[src/rtl/axi_lite_interface_pkg.sv]
// Shared types for the AXI4 register-port front-end: default AXI4 channel
// structs (64-bit address/data, 10-bit ID) and the controller state encoding.
package axi_lite_interface_pkg;

    localparam int unsigned AXI_AW = 64;
    localparam int unsigned AXI_DW = 64;
    localparam int unsigned AXI_IW = 10;
    localparam int unsigned AXI_UW = 1;

    localparam logic [1:0] RESP_OKAY = 2'b00;

    typedef struct packed {
        logic [AXI_IW-1:0]   id;
        logic [AXI_AW-1:0]   addr;
        logic [7:0]          len;
        logic [2:0]          size;
        logic [1:0]          burst;
        logic                lock;
        logic [3:0]          cache;
        logic [2:0]          prot;
        logic [3:0]          qos;
        logic [3:0]          region;
        logic [5:0]          atop;
        logic [AXI_UW-1:0]   user;
    } aw_chan_t;

    typedef struct packed {
        logic [AXI_DW-1:0]   data;
        logic [AXI_DW/8-1:0] strb;
        logic                last;
        logic [AXI_UW-1:0]   user;
    } w_chan_t;

    typedef struct packed {
        logic [AXI_IW-1:0]   id;
        logic [1:0]          resp;
        logic [AXI_UW-1:0]   user;
    } b_chan_t;

    typedef struct packed {
        logic [AXI_IW-1:0]   id;
        logic [AXI_AW-1:0]   addr;
        logic [7:0]          len;
        logic [2:0]          size;
        logic [1:0]          burst;
        logic                lock;
        logic [3:0]          cache;
        logic [2:0]          prot;
        logic [3:0]          qos;
        logic [3:0]          region;
        logic [AXI_UW-1:0]   user;
    } ar_chan_t;

    typedef struct packed {
        logic [AXI_IW-1:0]   id;
        logic [AXI_DW-1:0]   data;
        logic [1:0]          resp;
        logic                last;
        logic [AXI_UW-1:0]   user;
    } r_chan_t;

    typedef struct packed {
        aw_chan_t aw;
        logic     aw_valid;
        w_chan_t  w;
        logic     w_valid;
        logic     b_ready;
        ar_chan_t ar;
        logic     ar_valid;
        logic     r_ready;
    } axi_req_t;

    typedef struct packed {
        logic     aw_ready;
        logic     ar_ready;
        logic     w_ready;
        logic     b_valid;
        b_chan_t  b;
        logic     r_valid;
        r_chan_t  r;
    } axi_rsp_t;

    typedef enum logic [1:0] {
        ST_IDLE    = 2'd0,
        ST_READ    = 2'd1,
        ST_WRITE   = 2'd2,
        ST_WRITE_B = 2'd3
    } state_e;

endpackage

[src/rtl/axi_lite_interface.sv]
// Single-outstanding AXI4 slave that turns one-beat reads/writes into a
// register-port strobe (address, enable, write-enable, write data, read data).
module axi_lite_interface
    import axi_lite_interface_pkg::*;
#(
    parameter int unsigned AXI_ADDR_WIDTH = 64,
    parameter int unsigned AXI_DATA_WIDTH = 64,
    parameter int unsigned AXI_ID_WIDTH   = 10,
    parameter type         axi_req_slv_t  = axi_req_t,
    parameter type         axi_rsp_slv_t  = axi_rsp_t
) (
    input  logic                      clk_i,
    input  logic                      rst_i,
    input  axi_req_slv_t              axi_req_i,
    output axi_rsp_slv_t              axi_resp_o,
    output logic [AXI_ADDR_WIDTH-1:0] address_o,
    output logic                      en_o,
    output logic                      we_o,
    input  logic [AXI_DATA_WIDTH-1:0] data_i,
    output logic [AXI_DATA_WIDTH-1:0] data_o
);

    state_e                    r_state;
    logic [AXI_ADDR_WIDTH-1:0] r_addr;
    logic [AXI_ID_WIDTH-1:0]   r_id;

    always_ff @(posedge clk_i) begin
        if (rst_i) begin
            r_state <= ST_IDLE;
            r_addr  <= '0;
            r_id    <= '0;
        end else begin
            case (r_state)
                ST_IDLE: begin
                    // Read takes priority when AR and AW arrive together.
                    if (axi_req_i.ar_valid) begin
                        r_addr  <= axi_req_i.ar.addr;
                        r_id    <= axi_req_i.ar.id;
                        r_state <= ST_READ;
                    end else if (axi_req_i.aw_valid) begin
                        r_addr  <= axi_req_i.aw.addr;
                        r_id    <= axi_req_i.aw.id;
                        r_state <= ST_WRITE;
                    end
                end
                ST_READ: begin
                    if (axi_req_i.r_ready) r_state <= ST_IDLE;
                end
                ST_WRITE: begin
                    if (axi_req_i.w_valid) r_state <= ST_WRITE_B;
                end
                ST_WRITE_B: begin
                    if (axi_req_i.b_ready) r_state <= ST_IDLE;
                end
                default: r_state <= ST_IDLE;
            endcase
        end
    end

    always_comb begin
        axi_resp_o = '0;
        en_o       = 1'b0;
        we_o       = 1'b0;
        case (r_state)
            ST_IDLE: begin
                axi_resp_o.ar_ready = axi_req_i.ar_valid;
                axi_resp_o.aw_ready = axi_req_i.aw_valid & ~axi_req_i.ar_valid;
            end
            ST_READ: begin
                // Enable stays high while R is back-pressured; register reads
                // must therefore be free of side effects.
                axi_resp_o.r_valid  = 1'b1;
                axi_resp_o.r.data   = data_i;
                axi_resp_o.r.id     = r_id;
                axi_resp_o.r.resp   = RESP_OKAY;
                axi_resp_o.r.last   = 1'b1;
                en_o                = 1'b1;
            end
            ST_WRITE: begin
                axi_resp_o.w_ready  = 1'b1;
                en_o                = axi_req_i.w_valid;
                we_o                = axi_req_i.w_valid;
            end
            ST_WRITE_B: begin
                axi_resp_o.b_valid  = 1'b1;
                axi_resp_o.b.id     = r_id;
                axi_resp_o.b.resp   = RESP_OKAY;
            end
            default: ;
        endcase
    end

    assign address_o = r_addr;
    assign data_o    = axi_req_i.w.data;

endmodule

[config.mk]
export PLATFORM = sky130hd
export DESIGN_NAME = axi_lite_interface
export DESIGN_NICKNAME = d
export VERILOG_FILES = /design/src/rtl/axi_lite_interface_pkg.sv /design/src/rtl/axi_lite_interface.sv
export SDC_FILE = /design/constraint.sdc
export NUM_CORES = 1
export LEC_CHECK = 0
export BUFFER_PORTS_ARGS = -buffer_cell sky130_fd_sc_hd__buf_2
export CAP_MARGIN = 20
export CORE_AREA = 3 3 227 229
export CTS_BUF_LIST = sky130_fd_sc_hd__clkbuf_2 sky130_fd_sc_hd__clkbuf_4 sky130_fd_sc_hd__clkbuf_8
export CTS_CLUSTER_SIZE = 10
export DETAILED_ROUTE_END_ITERATION = 12
export DIE_AREA = 0 0 230 232
export MAX_ROUTING_LAYER = met4
export PLACE_DENSITY = 0.33
export RECOVER_POWER = 50
export SLEW_MARGIN = 20
export SYNTH_ARGS = -nofsm -noshare
export SYNTH_HDL_FRONTEND = slang
export SYNTH_SLANG_ARGS = --single-unit
export TNS_END_PERCENT = 50
[constraint.sdc]
create_clock -name clk_i -period 1.7 [get_ports clk_i]
set_input_delay 0.255 -clock clk_i [delete_from_list [all_inputs] [get_ports clk_i]]
set_output_delay 0.255 -clock clk_i [all_outputs]
set_load 0.05 [all_outputs]
### Word level (Yosys, flattened, before mapping)

Cells that the tools add are included.
W data, S select, Z words.

| storage, ports and cells | value |
|---|---|
| register bits | 76 |
| bits in latches | 0 |
| RAM bits | 0 |
| bits in read-only memories | 0 |
| logic and storage cells | 32 |
| memories kept | 0 |

| operators by class | value |
|---|---|
| add/subtract/negate cells | 0 |
| multiply operators | 0 |
| div/mod/pow operators | 0 |
| order comparisons | 0 |
| equality and inequality tests | 7 |
| shift operators | 0 |
| mux-type cells | 16 |
| bitwise operators | 2 |
| reduce and logical (&&, ||, !) cells | 4 |

Operator list:

| kind | count |
|---|---|
| $mux W64 | 2 |
| $mux W78 | 1 |
| $mux W10 | 2 |
| $mux W13 | 1 |
| $mux W2 | 6 |
| $pmux W2 S4 | 1 |
| $ne A2 B2 Y1 const B | 3 |
| $eq A2 B2 Y1 const B | 2 |
| $reduce_and A4 Y1 | 1 |
| $ne A3 B3 Y1 const B | 1 |
| $eq A2 B1 Y1 const B | 1 |
| $logic_not A2 Y1 | 1 |
| $mux W1 | 2 |
| $pmux W1 S2 | 1 |
| $reduce_and A2 Y1 | 1 |
| $reduce_bool A2 Y1 | 1 |
| $and A1 B1 Y1 | 1 |
| $not A1 Y1 | 1 |

### Logic depth before layout (Yosys ltp)

Gate-level depths: netlist of the first run.

| depth | value |
|---|---|
| depth in word-level cells | 3 |
| depth in mapped cells | 7 |
| mapped depth without buffers | 5 |

### Worst setup path after synthesis of the first run

No wires, ideal clock.

| timing path | value |
|---|---|
| path type | reg-to-output |
| start point | register r_state[0] |
| end point | output axi_resp_o[82] (netlist name) |
| arrival | 1.570 ns |
| required time | 1.445 ns |
| setup slack | -0.125 ns |
| stages on the path, launching flop included | 4 |
| path buffers | 1 |
| cell sequence | dfxtp_1 > ha_1 > clkbuf_1 > and2_1 |

RTL lines:

| element | line | text |
|---|---|---|
| start, declared | axi_lite_interface.sv:23 | `state_e r_state;` |
| start signal, assigned | axi_lite_interface.sv:29 | `r_state <= ST_IDLE;` |
| start signal, assigned | axi_lite_interface.sv:39 | `r_state <= ST_READ;` |
| start signal, assigned | axi_lite_interface.sv:43 | `r_state <= ST_WRITE;` |
| end, declared | axi_lite_interface.sv:15 | `output axi_rsp_slv_t axi_resp_o,` |

==> impl_metrics.ini, run 1 <==
[worst_hold_path]
hold_path_class = in -> reg

[synthesis]
synthCells = 521
synth_edf_count = 0
synthArstFlopShare_pct = 0
synth_largest_area_cell = dfxtp_1
synthFlopType = dfxtp_1
yosysMostFrequentCell = and2_1
netlist.area_leader.share_pct = 30.5
ys_top_cells_by_count = 86 x and2_1, 80 x buf_4, 76 x dfxtp_1
synth-seq-area-share_pct = 30.5
yosys_warnings = 0
synthTopCellsByArea = dfxtp_1 31%, a211oi_2 18%, mux2i_1 15%, buf_4 12%, and2_1 11%
synth-seq-cells = 76
syn_avg_cell_area_um2 = 9.57
synth_area_um2 = 4990
netlist-cell-type-count = 22

[pwr]
ir_drop_uv = 820
leakage_nw = 3.91
power_mw = 15.7
p_per_area_nw_per_um2 = 1850

[clock_tree]
cts_hold_buffers = 0
cts.sinks = 76
cts_buffer_depth = 2
h-tree-depth = 3
cts-root-buf = clkbuf_8
cts_made_buffers = 9
clk_latency_ns = 0.42
clkTransAtPathRegs_ns = 0.10
cts_tree = done

[layout]
fin_area_um2 = 8490
syn_to_final_growth_pct = 70.3
nNetsFinal = 1204
layout.cells.non_filler = 1518
drive_gt1_share_pct = 65.8
final_core_util_pct = 17.0
fill_cells = 5584

[sta]
setup_viol = 87
max_freq_mhz = 519
relSlewSlack_pct = 57.7
finalCriticalPeriod_ns = 1.92
final_hold_viol_count = 0
clock_skew_ns = 0.0208
fin_crit_sh_pct = 113
setup_tns_ns = -12.65
worstMarginPinSlew_ns = 0.637
grt_setup_unrepaired = true
fin_ws_ns = -0.225
fin_hold_ws_ns = 0.0970
drv_slew = 0

[detailed_routing]
avgViaCountPerCell = 3.18
wl_per_cell_um = 15.4
drtAntennaViolNets = 0
route.detailed.drc = 0
drt-total-wl_um = 23400
first_pass_iters = 4
drtIter0Drc = 70
vias = 4826

[outcome]
status = finished, violations left
violations = setup timing

[floorplanning]
design.die.area_um2 = 53400
rows = 82
coreArea_um2 = 49900
io_pins = 585
die_x_um = 230
start_util_pct = 10.0
die_h_um = 232

[placed_design]
place_area_um2 = 7400
pre_cts_ws_ns = -0.0396
dp_cells = 1493
port_buffers = 374
place_congestion = 0.713
hpwl_um = 19300

[global_route]
grt_pass1_wl_um = 31500
grt_start_max_net_pins = 56
overflow = 0
grt_pass1_vias = 4882
grt_usage_pct = 8.54
antenna_found_initial = 2

[flow_run]
maxCapViolations = 0

[critical_path]
slowest_stage = dfxtp_2
worstPathArrival_ns = 1.67
cp-end-kind = primary output
path_class = reg -> out
crit_chain = buf_6 > ha_4 > buf_12 > buf_8 > and2_1 > buf_6
crit_path_max_incr_delay_ns = 0.35
crit_fanout = 13
cp-start-kind = register
cp_data_required_time_ns = 1.44
path_common_cell = buf_6
-- registers in the layout, summed over array words and instances, names as in the netlist --
register,cells
r_state,2
address_o,64
r_id,10
-- report_power, final --
part           switching, mW  leakage [nW]  internal [mW]
combinational           7.17          3.16           3.99
sequential             0.363         0.633           2.48
clock                  0.799         0.113          0.898
total                   8.33          3.91           7.36
-- critical path: cells and delay by family, from the launching register on --
kind	cells	cell delay [ns]
adder cells (fa/ha/maj)	1	0.18
buffers and inverters	4	0.55
flip-flops	1	0.35
AND/OR/NAND/NOR	1	0.16
-- final cells by class --
cell class / count / area [um2] / area share, %
repair buffers: 415 / 3060 / 36.0
multi-input cells: 333 / 2820 / 33.2
flip-flops and latches: 76 / 1520 / 17.9
well taps: 672 / 841 / 9.90
clock buffers: 12 / 153 / 1.80
clock inverters: 4 / 72.6 / 0.855
inverters: 4 / 15.0 / 0.177
diodes: 2 / 5.00 / 0.0589
-- layout by cell type, fill, tap and decap left out --
cell type	n
and2_1	34
buf_4	28
nand2b_1	1
and2_4	34
buf_8	21
clkbuf_1	10
nor2_2	1
a2111oi_0	1
clkbuf_4	3
clkinv_2	1
buf_6	65
a211oi_2	70
mux2i_1	74
nor2_1	74
bufinv_16	2
dfxtp_1	74
nor3b_1	1
clkbuf_16	1
inv_1	2
inv_2	2
dfxtp_2	2
ha_4	3
a211oi_1	4
a2111o_1	1
o21ai_0	1
buf_2	270
clkinvlp_4	1
o21a_4	2
ha_1	1
conb_1	6
diode_2	2
buf_12	19
a221oi_1	2
nor2b_1	3
ha_2	2
and2_2	18
clkbuf_8	10
-- cell families after synthesis --
| group | count (synthesis) | synth area share (%) |
|---|---|---|
| fa+ha+maj | 6 | 1.51 |
| simple gates | 166 | 17.1 |
| compound gates | 81 | 19.5 |
| buf+inv | 117 | 16.5 |
| mux | 74 | 14.9 |
| flops | 76 | 30.5 |
| other cells | 1 | 0.0752 |
-- path summary, 6_finish.rpt --
path / startpoint / endpoint / slack, ns / depth (start not counted)
hold reg to reg: address_o[42] / address_o[42] / 0.50 / 2
setup reg to reg: r_state[0] / address_o[44] / 0.10 / 7
hold / removal: rst_i / address_o[56] / 0.1 / 2
setup / recovery: r_state[0] / axi_resp_o[72] / -0.22 / 6
-- layer usage --
layer | share of wire [%] | track usage (%)
met1 | 33 | 7.53
met3 | 8.8 | 2.76
met4 | 7.3 | 6.88
met2 | 51 | 15.0
met5 | 0 | -
-- timing repair --
| item | CTS | global route |
|---|---|---|
| pin swaps | 2 | 8 |
| resized for setup | 172 | 78 |
| setup endpoints to repair | 165 | 135 |
| gates cloned | 0 | 2 |
| setup buffers | 4 | 1 |
Power figures use the tool's default switching activity.
==> run 2: changes to the inputs <==
RECOVER_POWER = unset   (was 50)
==> run 2 against run 1 <==
  * The run still ends with setup timing left
  * Die area is the same
  * Fmax is essentially flat
  * Sequential cell count is the same
  * Utilization is essentially flat
  * Critical path depth is the same
  * Cell area grew 0.15%
  * Sequential share of layout area is essentially flat
  * Sequential power is essentially flat
  * Global-route usage is the same
  * Hold slack is essentially flat
  * Non-clock buffer count is the same
  * Cell count is the same
==> impl_metrics.ini, run 2 (synthesis results as in run 1) <==
[detailed_routing]
avgViaCountPerCell = 3.18
first_pass_iters = 4
drt-total-wl_um = 23400
drtIter0Drc = 70
vias = 4821
route.detailed.drc = 0
drtAntennaViolNets = 0
wl_per_cell_um = 15.4

[outcome]
violations = setup timing
status = finished, violations left

[layout]
final_core_util_pct = 17.1
syn_to_final_growth_pct = 70.5
layout.cells.non_filler = 1518
drive_gt1_share_pct = 66.9
largest_register_ffs = 64
nNetsFinal = 1204
multi_input_area_um2 = 2820
final_cell_mix = 280 x buf_2, 74 x mux2i_1, 74 x nor2_1, 74 x dfxtp_1, 70 x a211oi_2
seqCellArea_um2 = 1520
fin_area_um2 = 8500
final_common_cell = buf_2
fill_cells = 5590

[floorplanning]
start_util_pct = 10.0
io_pins = 585
rows = 82
design.die.area_um2 = 53400
die_h_um = 232
die_x_um = 230
coreArea_um2 = 49900

[clock_tree]
clkTransAtPathRegs_ns = 0.10
h-tree-depth = 3
clk_latency_ns = 0.42
cts_hold_buffers = 0
cts.sinks = 76
cts-root-buf = clkbuf_8
cts_made_buffers = 9
cts_buffer_depth = 2
cts_tree = done

[global_route]
overflow = 0
grt_pass1_vias = 4882
met3_usage_pct = 2.76
met1_usage_pct = 7.53
grt_pass1_wl_um = 31500
globalRoute.busiestLayer = met2
use_met2_pct = 15.0
grt_start_max_net_pins = 56
antenna_found_initial = 2
grt_usage_pct = 8.54

[critical_path]
path_class = reg -> out
crit_fanout = 13
worstPathArrival_ns = 1.67
cp-start-kind = register
cp-end-kind = primary output
cp_data_required_time_ns = 1.44
reg2reg_depth = 7

[sta]
setup_tns_ns = -12.65
fin_ws_ns = -0.225
setup_viol = 87
fin_crit_sh_pct = 113
drv_slew = 0
grt_setup_unrepaired = true
max_freq_mhz = 519
clock_skew_ns = 0.0208
final_hold_viol_count = 0
finalCriticalPeriod_ns = 1.92
fin_hold_ws_ns = 0.0970

[placed_design]
port_buffers = 374
dp_cells = 1493
hpwl_um = 19300
pre_cts_ws_ns = -0.0396
place_congestion = 0.713
place_area_um2 = 7400

[pwr]
p_per_area_nw_per_um2 = 1850
power_mw = 15.7
leakage_nw = 3.94
ir_drop_uv = 820

[worst_hold_path]
whs_path_depth = 2
hold_path_class = in -> reg

[flow_run]
maxCapViolations = 0
run 2: changes by cell type in the layout (fill, tap and decap cells not counted), sizes merged:
cell	delta
buf	+10
clkbuf	-10
run 2: final cells by class:
class | count | share of cell area [%]
clock inverter | 4 | 0.853
timing repair buffer | 415 | 36.1
antenna | 2 | 0.0589
sequential | 76 | 17.9
clock buffer | 12 | 1.80
inverter | 4 | 0.177
multi-input combinational | 333 | 33.2
tap | 672 | 9.89
run 2: worst paths after layout:
kind | start | endpoint | slack, ns
worst max-delay path | r_state[0] | axi_resp_o[72] | -0.22
worst min register to register | address_o[43] | address_o[43] | 0.50
worst max register to register | r_state[0] | address_o[44] | 0.09
worst min-delay path | rst_i | address_o[56] | 0.1
run 2: metal layers:
metal	routed length (um)	vias up
met5	0	-
met4	1700	0
met3	2060	35
met2	12000	292
met1	7660	2166
li1	-	2328
run 2: critical path, stage by stage (launching register included):
cell and delay (ns):
dfxtp_2 0.35, buf_6 0.12, ha_4 0.18, buf_12 0.15
buf_8 0.13, and2_1 0.16, buf_6 0.15
run 2: power breakdown:
part	internal, mW	switching (mW)
logic	4.01	7.17
registers	2.48	0.360
clock network	0.898	0.801
run 2: repair_timing:
item,4_1_cts,5_1_grt
resized for setup,172,78
endpoints found under the setup margin,165,135
buffers inserted,4,1
cloned,0,2
pin swaps,2,8
